`src/rtl/ped_req_scheduler_pkg.sv`:
```
// Shared types, default sizing and the round-robin search used by the
// pedestrian request scheduler.
package ped_sched_pkg;

    typedef enum logic [1:0] {IDLE, REQ, WALK, CLEAR} state_t;

    localparam int NUM_XWALK_DEF    = 4;
    localparam int DEBOUNCE_CYC_DEF = 4;
    localparam int MAX_WAIT_DEF     = 63;
    localparam int WAIT_W_DEF       = 6;

    // Widest supported crosswalk count; indices are always carried in PTR_W bits.
    localparam int MAX_XWALK = 8;
    localparam int PTR_W     = 3;

    // First set bit of req, searching upward from ptr and wrapping at n.
    function automatic logic [PTR_W-1:0] rr_first(input logic [MAX_XWALK-1:0] req,
                                                   input logic [PTR_W-1:0]     ptr,
                                                   input int                   n);
        logic [PTR_W-1:0] win;
        logic             found;
        int               idx;
        win   = '0;
        found = 1'b0;
        for (int i = 0; i < MAX_XWALK; i++) begin
            idx = (int'(ptr) + i) % n;
            if (!found && (i < n) && req[idx[PTR_W-1:0]]) begin
                win   = idx[PTR_W-1:0];
                found = 1'b1;
            end
        end
        return win;
    endfunction

endpackage

```
`src/rtl/ped_req_scheduler_debounce.sv`:
```
// One crosswalk button: 2-flop synchroniser, stable-high debounce counter and
// a single-cycle press pulse per press.
module ped_btn_debounce
    import ped_sched_pkg::*;
#(
    parameter int DEBOUNCE_CYC = DEBOUNCE_CYC_DEF
) (
    input  logic clk,
    input  logic reset,
    input  logic btn,
    output logic press
);

    localparam int                CNT_W   = $clog2(DEBOUNCE_CYC + 1);
    localparam logic [CNT_W-1:0]  CNT_MAX = CNT_W'(DEBOUNCE_CYC);

    logic             sync1;
    logic             sync2;
    logic [CNT_W-1:0] cnt;

    // Synchronise, count stable-high samples, pulse once when the count completes.
    // NOTE: btn is asynchronous; only sync2 may feed logic, sync1 exists to settle metastability.
    always_ff @(posedge clk or posedge reset) begin
        if (reset) begin
            sync1 <= 1'b0;
            sync2 <= 1'b0;
            cnt   <= '0;
            press <= 1'b0;
        end else begin
            // NOTE: non-blocking assignments so every flop samples the pre-edge values.
            sync1 <= btn;
            sync2 <= sync1;
            if (!sync2)
                cnt <= '0;
            else if (cnt != CNT_MAX)
                cnt <= cnt + 1'b1;
            press <= sync2 && (cnt == CNT_MAX - 1'b1);
        end
    end

endmodule

```
`src/rtl/ped_req_scheduler.sv`:
```
// Pedestrian request scheduler: debounces NUM_XWALK buttons, keeps sticky
// pending bits and grants one crosswalk per controller walk phase in
// round-robin order. Build option ACCESS_PRIO_EN gives crosswalk 0 absolute
// priority at grant time.
module ped_req_scheduler
    import ped_sched_pkg::*;
#(
    parameter int NUM_XWALK    = NUM_XWALK_DEF,
    parameter int DEBOUNCE_CYC = DEBOUNCE_CYC_DEF,
    parameter int MAX_WAIT     = MAX_WAIT_DEF,
    parameter int WAIT_W       = WAIT_W_DEF
) (
    input  logic                 clk,
    input  logic                 reset,
    input  logic [NUM_XWALK-1:0] btn,
    input  logic                 ped_signal,
    output logic                 ped_req,
    output logic [NUM_XWALK-1:0] walk_grant,
    output logic [NUM_XWALK-1:0] pending,
    output logic                 wait_sat
);

    localparam logic [WAIT_W-1:0]    WAIT_MAX  = WAIT_W'(MAX_WAIT);
    localparam logic [NUM_XWALK-1:0] GRANT_ONE = NUM_XWALK'(1);
    localparam logic [PTR_W-1:0]     LAST_IDX  = PTR_W'(NUM_XWALK - 1);

    state_t                 state;
    logic [NUM_XWALK-1:0]   press;
    logic [NUM_XWALK-1:0]   set_mask;
    logic [NUM_XWALK-1:0]   clr_mask;
    logic [PTR_W-1:0]       rr_ptr;
    logic [PTR_W-1:0]       grant_idx;
    logic [PTR_W-1:0]       pick;
    logic                   pick_prio;
    logic                   prio_win;
    logic [WAIT_W-1:0]      wait_cnt;

    for (genvar g = 0; g < NUM_XWALK; g++) begin : g_btn
        ped_btn_debounce #(.DEBOUNCE_CYC(DEBOUNCE_CYC)) u_debounce (
            .clk   (clk),
            .reset (reset),
            .btn   (btn[g]),
            .press (press[g])
        );
    end

    // Choose the crosswalk that would win if the walk phase started now.
    always_comb begin
        // NOTE: every always_comb output gets a default first so no path infers a latch.
        pick      = rr_first(MAX_XWALK'(pending), rr_ptr, NUM_XWALK);
        pick_prio = 1'b0;
`ifdef ACCESS_PRIO_EN
        if (pending[0]) begin
            pick      = '0;
            pick_prio = 1'b1;
        end
`endif
    end

    // New presses latch in unless they target the crosswalk walking now; the
    // served crosswalk clears as its walk phase ends.
    always_comb begin
        set_mask = press;
        clr_mask = '0;
        if (state == WALK) begin
            set_mask = press & ~walk_grant;
            if (!ped_signal)
                clr_mask = walk_grant;
        end
    end

    // Sticky pending requests.
    always_ff @(posedge clk or posedge reset) begin
        if (reset)
            pending <= '0;
        else
            pending <= (pending | set_mask) & ~clr_mask;
    end

    // Walk-phase FSM with registered request, grant and wait outputs.
    always_ff @(posedge clk or posedge reset) begin
        if (reset) begin
            state      <= IDLE;
            ped_req    <= 1'b0;
            walk_grant <= '0;
            wait_sat   <= 1'b0;
            wait_cnt   <= '0;
            rr_ptr     <= '0;
            grant_idx  <= '0;
            prio_win   <= 1'b0;
        end else begin
            case (state)
                IDLE: begin
                    if (|pending) begin
                        state   <= REQ;
                        ped_req <= 1'b1;
                    end
                end
                REQ: begin
                    if (wait_cnt != WAIT_MAX)
                        wait_cnt <= wait_cnt + 1'b1;
                    wait_sat <= (wait_cnt >= WAIT_MAX - 1'b1);
                    if (ped_signal) begin
                        walk_grant <= GRANT_ONE << pick;
                        grant_idx  <= pick;
                        prio_win   <= pick_prio;
                        state      <= WALK;
                    end
                end
                WALK: begin
                    if (!ped_signal) begin
                        walk_grant <= '0;
                        ped_req    <= 1'b0;
                        wait_cnt   <= '0;
                        wait_sat   <= 1'b0;
                        if (!prio_win)
                            rr_ptr <= (grant_idx == LAST_IDX) ? '0 : grant_idx + 1'b1;
                        state      <= CLEAR;
                    end
                end
                CLEAR: begin
                    state <= IDLE;
                end
                default: begin
                    state <= IDLE;
                end
            endcase
        end
    end

endmodule

```
`config.mk`:
```
export PLATFORM = sky130hd
export DESIGN_NAME = ped_req_scheduler
export DESIGN_NICKNAME = d
export VERILOG_FILES = /design/src/rtl/ped_req_scheduler_pkg.sv /design/src/rtl/ped_req_scheduler_debounce.sv /design/src/rtl/ped_req_scheduler.sv
export SDC_FILE = /design/constraint.sdc
export NUM_CORES = 1
export LEC_CHECK = 0
export BUFFER_PORTS_ARGS = -buffer_cell sky130_fd_sc_hd__buf_2
export CAP_MARGIN = 30
export CORE_MARGIN = 2
export CORE_UTILIZATION = 40
export CTS_CLUSTER_DIAMETER = 40
export DETAILED_ROUTE_END_ITERATION = 7
export GPL_ROUTABILITY_DRIVEN = 0
export GPL_TIMING_DRIVEN = 0
export SETUP_SLACK_MARGIN = 0.02
export SYNTH_ARGS = -nofsm -noshare
export SYNTH_HDL_FRONTEND = slang
export SYNTH_SLANG_ARGS = --single-unit
```
`constraint.sdc`:
```
create_clock -name clk -period 1.49 [get_ports clk]
set_input_delay 0.298 -clock clk [delete_from_list [all_inputs] [get_ports clk]]
set_output_delay 0.298 -clock clk [all_outputs]
set_load 0.02 [all_outputs]
```
==> impl_metrics.toml <==
[status]
status = "complete, but fails checks"
violations = "setup timing"

[clocking]
cts-root-buf = "clkbuf_8"
clk_path_buf_depth = 2
worstSkewPairLatency_ps = 300
cts_sinks = 46
h-tree-depth = 2
cts_tree = "yes"
path_clk_slew_ps = 80
cts_buffers = 5

[timing]
post-route-period-util_pct = 106.4
fin_ws_ps = -95.95
setup_viol = 4
hold_violations = 0
tightest_slew_ps = 450.4
slew-limit-headroom_pct = 69.98
maxSlewViolCount = 0
rsz0062_at_grt = "yes"
final.setup.tns_ps = -158.7
min_period_ps = 1586
max_freq_mhz = 630.5
fin_skew_ps = 4.226

[drt]
drc = 0
vias = 1661
drt_first_pass_iters = 4
routed_via_density = 5.064
drt_iter0_drc = 121
antenna_left = 0
routed_wl_um = 4473
wl_per_cell_um = 13.64

[synth]
synth_fa_ha_area_share_pct = 10.09
synthMuxAreaShare_pct = 1.626
yosysWarningCount = 0
yosys.area.top_type = "dfrtp_1"
synth_edf_count = 0
syn_nets = 239
synthTopCellsByArea = "dfrtp_1, ha_1, nand2_1"
synth_area_per_cell_um2 = 10.43
synth-seq-cells = 46
synth_top_area_share_pct = 51.57
yosysMostFrequentCell = "dfrtp_1"
yosysSeqAreaShare_pct = 51.57
synthXorXnorAreaFrac_pct = 2.354
synthDistinctLibCells = 40
syn_area_um2 = 2232
yosys-top-cells-count = "dfrtp_1, nand2_1, inv_1"
syn_inst = 214
synth_compound_gate_area_share_pct = 15.92
synth-simple-area-share_pct = 14.57
synth_top_family_by_area = "compound AO/OA/AOI/OAI gates"
synth_top_flop_cell = "dfrtp_1"
async_flop_share_pct = 100.0

[die]
die_y_um = 78.70
fp.dieW_um = 78.70
dieArea_um2 = 6194
rows = 27
io_pins = 17
start_util_pct = 41.04
fp.coreArea_um2 = 5439

[layout]
area_growth_pct = 27.91
antennaDiodeCount = 0
fillers = 485
drive_above_1_share_pct = 28.91
layout.nets = 280
final_area_um2 = 2855
final_util_pct = 52.50

[worst_setup_path]
reg2regPathDepth = 4
crit_path_end_kind = "flip-flop"
worstSetupStartpointType = "flip-flop"
rrSetupSlack_ps = -100
worstPathRequired_ps = 1670
cp_max_fo = 2
reg2reg_to = "state[1]"
r2r_start = "pending[1]"
crit_type = "flip-flop to flip-flop"
arrival_ps = 1770

[grt]
antenna_found_initial = 0
grt_max_degree = 33
met2_usage_pct = 24.87
grt_util_met3_pct = 3.409
grt_pass1_wl_um = 6996
overflow = 0
top_usage_layer = "met2"
grtUsageMet1_pct = 17.92
grt_pass1_vias = 1582
grt_usage_pct = 14.61

[power]
leakagePower_nw = 1.285
peakVddDrop_v = 0.0007342
power_density_nw_per_um2 = 1963

[hold_path]
hold_end = "g_btn[0].u_debounce.sync1"
hold_class = "input pin to flip-flop"
worstHoldStart = "btn[0]"
whs_path_depth = 1

[place]
pre_cts_slack_ps = -280.7
io_buffers = 16
dp_hpwl_um = 2840
dpl_cell_area_um2 = 2435

[job]
drv_cap = 0
[cell type report]
type,count,area (µm²),share of cell area (%)
sequential,46,1156,40.49
multi-input combinational,145,1134,39.70
timing repair buffer,34,242.7,8.501
tap,72,90.09,3.155
clock buffer,7,86.33,3.024
inverter,19,71.32,2.498
buffer,4,45.04,1.578
clock inverter,1,30.03,1.052
[power by group]
group	internal, mW	total [mW]	switching [mW]
Sequential	1.65	2.03	0.379
Combinational	1.25	2.62	1.37
Clock	0.547	0.954	0.407
[timing repair]
| item | 4_1_cts | 5_1_grt |
|---|---|---|
| gates cloned | 0 | 1 |
| endpoints found under the hold margin | 14 | 0 |
| pin swaps | 3 | 15 |
| setup buffers | 9 | 6 |
| setup endpoints to repair | 18 | 10 |
| gates resized for setup | 19 | 33 |
| hold buffers | 1 | 0 |
[layout by cell type, fill, tap and decap left out, types with 4 or more instances in the layout]
master	synthesis	routed
dfrtp_1	46	42
o21ai_0	15	8
a21oi_1	4	4
inv_1	19	17
and2_1	9	9
buf_6	0	5
ha_1	18	16
buf_4	0	11
buf_2	0	17
o21ai_1	2	6
nand2_1	27	25
nand3_1	6	6
dfrtp_2	0	4
xnor2_1	4	4
a31oi_1	4	4
a211oi_2	1	4
clkbuf_8	0	6
a21boi_0	9	8
nor2_1	10	6
[worst max-delay path by stage]
stage | from | depth (start not counted) | end | slack, ps
2_1_floorplan | pending[1] | 4 | state[1] | -110
3_3_place_gp | reset | 2 | pending[1] | -680
3_5_place_dp | state[0] | 7 | walk_grant[2] | -280
4_1_cts | pending[1] | 4 | state[1] | -90
5_1_grt | state[0] | 6 | state[1] | -130
6_report | pending[1] | 4 | state[1] | -100
[per-layer routing]
| metal | share of wire, % | up-vias |
|---|---|---|
| li1 | - | 824 |
| met1 | 44 | 798 |
| met2 | 50 | 31 |
| met3 | 3.5 | 8 |
| met4 | 2.0 | 0 |
| met5 | 0 | - |
[stage by stage]
step | hold slack (ps) | cells | power [mW]
after floorplan | 329.4 | 214 | 3.451
after global placement | 332.5 | 302 | 3.904
after detailed placement | 294.8 | 303 | 3.975
after CTS | 85.24 | 321 | 5.219
after global routing | 81.50 | 328 | 6.047
final | 102.7 | 328 | 5.606
[cells by family (layout without fill, tap and decap cells)]
family | count (synthesis) | after routing
compound gates | 53 | 53
xor+xnor | 6 | 6
fa+ha+maj | 18 | 18
buf+inv | 23 | 65
flops | 46 | 46
mux | 3 | 3
simple gates | 65 | 65
[critical path, stage by stage (launching register included)]
cell      delay, ps
dfrtp_2         430
or4_4           570
nor2_4          110
a211oi_2         60
mux2_4          310
[sequential cells by signal, indices dropped and copies added (netlist names), 4 cells and up]
name / cells
g_btn.u_debounce.sync1: 4
g_btn.u_debounce.press: 4
pending: 4
walk_grant: 4
g_btn.u_debounce.sync2: 4
g_btn.u_debounce.cnt: 12
wait_cnt: 6
Power figures use the tool's default switching activity.
